### src/rtl/rs232_tx_param.sv
// rs232_tx_param: parameterised RS-232 serializer, optional parity and
// one or two stop bits, words taken on a valid/ready handshake.
module rs232_tx_param #(
    parameter int DATA_W       = 8,
    parameter int CLKS_PER_BIT = 16,
    parameter int PARITY       = 0,
    parameter int STOP_BITS    = 1
) (
    input  logic              clk,
    input  logic              rst_n,
    input  logic [DATA_W-1:0] data,
    input  logic              data_valid,
    output logic              data_ready,
    output logic              op_bit,
    output logic              idle,
    output logic              start,
    output logic              stop,
    output logic              tx_done
);

    localparam int CW = $clog2(CLKS_PER_BIT);
    localparam int IW = $clog2(DATA_W);

    localparam logic [CW-1:0] CNT_MAX = CW'(CLKS_PER_BIT - 1);
    localparam logic [IW-1:0] IDX_MAX = IW'(DATA_W - 1);
    localparam logic STOP_MAX = 1'(STOP_BITS - 1);
    localparam bit   HAS_PAR  = (PARITY != 0);
    localparam bit   ODD_PAR  = (PARITY == 1);

    typedef enum logic [2:0] {
        S_IDLE,
        S_START,
        S_DATA,
        S_PAR,
        S_STOP
    } state_t;

    state_t            r_state;
    logic [CW-1:0]     r_cnt;
    logic [IW-1:0]     r_idx;
    logic              r_sidx;
    logic [DATA_W-1:0] r_shift;
    logic              r_par;

    logic r_op;
    logic r_idle;
    logic r_start;
    logic r_stop;
    logic r_done;

    state_t            w_state_nxt;
    logic [CW-1:0]     w_cnt_nxt;
    logic [IW-1:0]     w_idx_nxt;
    logic              w_sidx_nxt;
    logic [DATA_W-1:0] w_shift_nxt;
    logic              w_par_nxt;

    logic w_accept;
    logic w_bit_end;

    logic w_op_nxt;
    logic w_idle_nxt;
    logic w_start_nxt;
    logic w_stop_nxt;
    logic w_done_nxt;

    assign data_ready = (r_state == S_IDLE);
    assign w_accept   = data_valid && data_ready;
    assign w_bit_end  = (r_cnt == CNT_MAX);

    assign op_bit  = r_op;
    assign idle    = r_idle;
    assign start   = r_start;
    assign stop    = r_stop;
    assign tx_done = r_done;

    always_ff @(posedge clk or negedge rst_n) begin
        if (!rst_n) begin
            r_state <= S_IDLE;
            r_cnt   <= '0;
            r_idx   <= '0;
            r_sidx  <= 1'b0;
            r_shift <= '0;
            r_par   <= 1'b0;
        end else begin
            r_state <= w_state_nxt;
            r_cnt   <= w_cnt_nxt;
            r_idx   <= w_idx_nxt;
            r_sidx  <= w_sidx_nxt;
            r_shift <= w_shift_nxt;
            r_par   <= w_par_nxt;
        end
    end

    always_comb begin
        w_state_nxt = r_state;
        w_idx_nxt   = r_idx;
        w_sidx_nxt  = r_sidx;
        w_shift_nxt = r_shift;
        w_par_nxt   = r_par;
        unique case (r_state)
            S_IDLE: begin
                if (w_accept) begin
                    w_state_nxt = S_START;
                    w_shift_nxt = data;
                    w_par_nxt   = (^data) ^ ODD_PAR;
                end
            end
            S_START: begin
                if (w_bit_end) w_state_nxt = S_DATA;
            end
            S_DATA: begin
                if (w_bit_end) begin
                    w_shift_nxt = r_shift >> 1;
                    if (r_idx == IDX_MAX) begin
                        w_idx_nxt   = '0;
                        w_state_nxt = HAS_PAR ? S_PAR : S_STOP;
                    end else begin
                        w_idx_nxt = r_idx + 1'b1;
                    end
                end
            end
            S_PAR: begin
                if (w_bit_end) w_state_nxt = S_STOP;
            end
            S_STOP: begin
                if (w_bit_end) begin
                    if (r_sidx == STOP_MAX) begin
                        w_sidx_nxt  = 1'b0;
                        w_state_nxt = S_IDLE;
                    end else begin
                        w_sidx_nxt = r_sidx + 1'b1;
                    end
                end
            end
            default: w_state_nxt = S_IDLE;
        endcase
        // Bit timer restarts on each bit boundary and on each state change.
        if (w_state_nxt != r_state || w_bit_end || r_state == S_IDLE)
            w_cnt_nxt = '0;
        else
            w_cnt_nxt = r_cnt + 1'b1;
    end

    // Outputs are decoded from next-state values and registered.
    always_comb begin
        w_op_nxt    = 1'b1;
        w_idle_nxt  = 1'b0;
        w_start_nxt = 1'b0;
        w_stop_nxt  = 1'b0;
        w_done_nxt  = 1'b0;
        unique case (w_state_nxt)
            S_IDLE:  w_idle_nxt = 1'b1;
            S_START: begin
                w_op_nxt    = 1'b0;
                w_start_nxt = 1'b1;
            end
            S_DATA:  w_op_nxt = w_shift_nxt[0];
            S_PAR:   w_op_nxt = w_par_nxt;
            S_STOP: begin
                w_stop_nxt = 1'b1;
                w_done_nxt = (w_cnt_nxt == CNT_MAX) &&
                             (w_sidx_nxt == STOP_MAX);
            end
            default: w_op_nxt = 1'b1;
        endcase
    end

    always_ff @(posedge clk or negedge rst_n) begin
        if (!rst_n) begin
            r_op    <= 1'b1;
            r_idle  <= 1'b1;
            r_start <= 1'b0;
            r_stop  <= 1'b0;
            r_done  <= 1'b0;
        end else begin
            r_op    <= w_op_nxt;
            r_idle  <= w_idle_nxt;
            r_start <= w_start_nxt;
            r_stop  <= w_stop_nxt;
            r_done  <= w_done_nxt;
        end
    end

endmodule

### config.mk
export PLATFORM = sky130hd
export DESIGN_NAME = rs232_tx_param
export DESIGN_NICKNAME = d
export VERILOG_FILES = /design/src/rtl/rs232_tx_param.sv
export SDC_FILE = /design/constraint.sdc
export NUM_CORES = 1
export LEC_CHECK = 0
export CAP_MARGIN = 20
export CORE_MARGIN = 4
export CORE_UTILIZATION = 51
export DETAILED_ROUTE_END_ITERATION = 16
export PLACE_DENSITY = 0.75
export SLEW_MARGIN = 20
export SYNTH_ARGS = -nofsm -noshare
export SYNTH_HDL_FRONTEND = slang
export SYNTH_SLANG_ARGS = --single-unit
export TNS_END_PERCENT = 30
### constraint.sdc
create_clock -name clk -period 2.1 [get_ports clk]
set_input_delay 0.42 -clock clk [delete_from_list [all_inputs] [get_ports clk]]
set_output_delay 0.42 -clock clk [all_outputs]
set_load 0.05 [all_outputs]
==> flow_summary.ini <==
[route]
route.detailed.drc = 0
drt_pass1_iterations = 4
num_vias = 863
postRouteAntennaNets = 0
avgRoutedWirePerCell_um = 13.87
wl_mm = 2.205
drtIter0Drc = 22
viasPerCell = 5.428

[power]
switching_share = 0.4056
power.leakage_nw = 0.6666
clkPwrFrac = 0.120
switchingPower_w = 0.0007049
p_int_w = 0.001033
peakVddDrop_v = 0.0009408
powerDensity_mw_per_mm2 = 1188
seq_power_share = 0.475
p_comb_frac = 0.405
p_total_w = 0.001738

[cts]
path_clk_slew_ps = 130
clock_path_buffers = 2
insertion_delay_ps = 310
htreeDepth = 1
cts_hold_buf = 0
cts_setup_buffers = 0
post_cts_resized = 0
clock-sinks = 25
cts_buffers = 3
cts-root-buf = clkbuf_4
cts_tree = built

[sta]
drv_slew = 0
skew_ps = 3.149
finalCritPeriodShare = 0.8951
slew_headroom = 0.6622
fin_crit_ps = 1880
finalWorstSetupSlack_ps = 220.3
rsz0062_at_grt = no
finalSetupTns_ps = 0
finalHoldViolations = 0
fmax_ghz = 0.5320
worst_pin_slew_ps = 505.9
finalSetupViolations = 0

[final_layout]
nNetsFinal = 146
final_common_cell = dfrtp_1
fillCellCount = 194
seqCellArea_sq_um = 628.1
multi_input_area_sq_um = 566.8
layout_common_cells = dfrtp_1, nand2_1, clkdlybuf4s50_1
syn_to_final_growth_pct = 17.49
antennaDiodeCount = 0
drive_gt1_frac = 0.1450
final_util = 0.6427

[synth]
synth_seq_cells = 25
synth_area_sq_mm = 0.001245
synth_edf_count = 0
ys_warn_count = 0
postSynthCellCount = 113
ys.flop_type = dfrtp_1
avgSynthCellArea_sq_um = 11.02
synth_cell_type_count = 35
ys_async_sr_fraction = 1.000
syn_nets = 127
synth_seq_area_share = 0.5045

[setup_path]
r2r-start = r_cnt[0]
end_kind = primary output
slowest_delay_ps = 560
required_ps = 1680
timing.rr.end = r_idx[0]
crit_path_start = r_state[0]
start_kind = flop
path_cells = nor3_1 > buf_12
arrival_ps = 1460
crit_type = flop to primary output
cp_max_fo = 12
r2r_setup_slack_ps = 400
rr_worst_depth = 4
crit_end = data_ready
crit_path_top_delay_cell = dfrtp_1

[floorplan]
die_x_um = 57.41
die_area_sq_mm = 0.003295
fp-row-count = 17
coreArea_sq_mm = 0.002276
io_pins = 17
die_y_um = 57.41
initial_core_util = 0.5470

[grt]
antenna_found_initial = 0
grt_pass1_wl_mm = 3.808
grt_max_degree = 26
grt.total_usage = 0.1473
grt_pass1_vias = 904
grt-ovfl-total = 0

[place]
hpwlAfterDp_mm = 1.679
io_buffers = 16
dpl_worst_slack_ps = 273.9
gp_congestion = 0.7464

[min_path]
hold_path.class = input port to async pin

[job]
cap_violations = 0

[status]
status = complete, no violations
[routing by layer]
metal | track usage | up-vias | part of all wire
li1 | - | 434 | -
met1 | 0.1929 | 410 | 0.49
met2 | 0.2306 | 17 | 0.47
met4 | 0.05960 | 0 | 0.0054
met5 | 0 | - | 0
met3 | 0.03846 | 2 | 0.039
[cell type report]
cell class / count / share of cell area
sequential: 25 / 0.4294
multi-input combinational: 80 / 0.3875
timing repair buffer: 18 / 0.1300
tap: 28 / 0.02395
clock buffer: 3 / 0.01540
inverter: 4 / 0.01027
clock inverter: 1 / 0.003422
[Yosys cell counts, types with 2 or more instances]
cell | count | area [sq um]
a22oi_1 | 6 | 45.04
nand3_1 | 5 | 25.02
and3_1 | 2 | 12.51
dfstp_2 | 2 | 52.55
xnor2_1 | 8 | 70.07
nand2_1 | 18 | 67.56
o211ai_1 | 2 | 15.01
dfrtp_1 | 23 | 575.6
a21oi_1 | 4 | 20.02
nor3_1 | 2 | 10.01
buf_6 | 2 | 22.52
inv_1 | 4 | 15.01
and2_1 | 2 | 12.51
nor2_1 | 8 | 30.03
ha_1 | 3 | 37.54
xor2_1 | 2 | 17.52
o21ai_0 | 2 | 10.01
[stage by stage]
stage               area (sq um)  std cells  hold slack [ps]
floorplan                   1245        113            124.4
global placement            1430        155            461.1
detailed placement          1430        155            470.6
CTS                         1458        159            445.1
global route                1463        159            452.4
finish                      1463        159            447.4
[worst max-delay path: cells and delay by family, from the launching register on]
kind / cells / cell delay [ps]
buffers and inverters: 1 / 190
AND/OR/NAND/NOR: 1 / 400
flip-flops: 1 / 560
[flip-flops by register name (all words and copies together), names as in the netlist]
name,count
idle,1
stop,1
r_sidx,1
r_state,3
r_cnt,4
r_par,1
start,1
r_shift,8
tx_done,1
op_bit,1
r_idx,3
[power by group through the flow]
stage	clock network, W	logic (W)	registers (W)
after floorplan	0	0.000455	0.000881
after global placement	0	0.000685	0.000831
after detailed placement	0	0.000714	0.000832
after CTS	0.000217	0.000714	0.000826
after global routing	0.000244	0.000779	0.000851
final	0.000208	0.000704	0.000826
[cells by family after synthesis]
family / after synthesis / share of synthesized area
simple gates: 43 / 0.1829
flops: 25 / 0.5045
compound gates: 22 / 0.1538
xor+xnor: 10 / 0.07036
buf+inv: 8 / 0.04019
fa+ha+maj: 3 / 0.03015
mux: 2 / 0.01809
[worst min path at each step]
stage                    start         end  depth (start not counted)
global route             rst_n    r_idx[2]                          2
CTS                      rst_n  r_shift[7]                          2
global placement    r_shift[4]  r_shift[4]                          2
floorplan                rst_n    r_cnt[0]                          0
finish                   rst_n    r_cnt[0]                          2
detailed placement  r_shift[3]  r_shift[3]                          2
No activity file was read; power rests on OpenSTA's default activity.
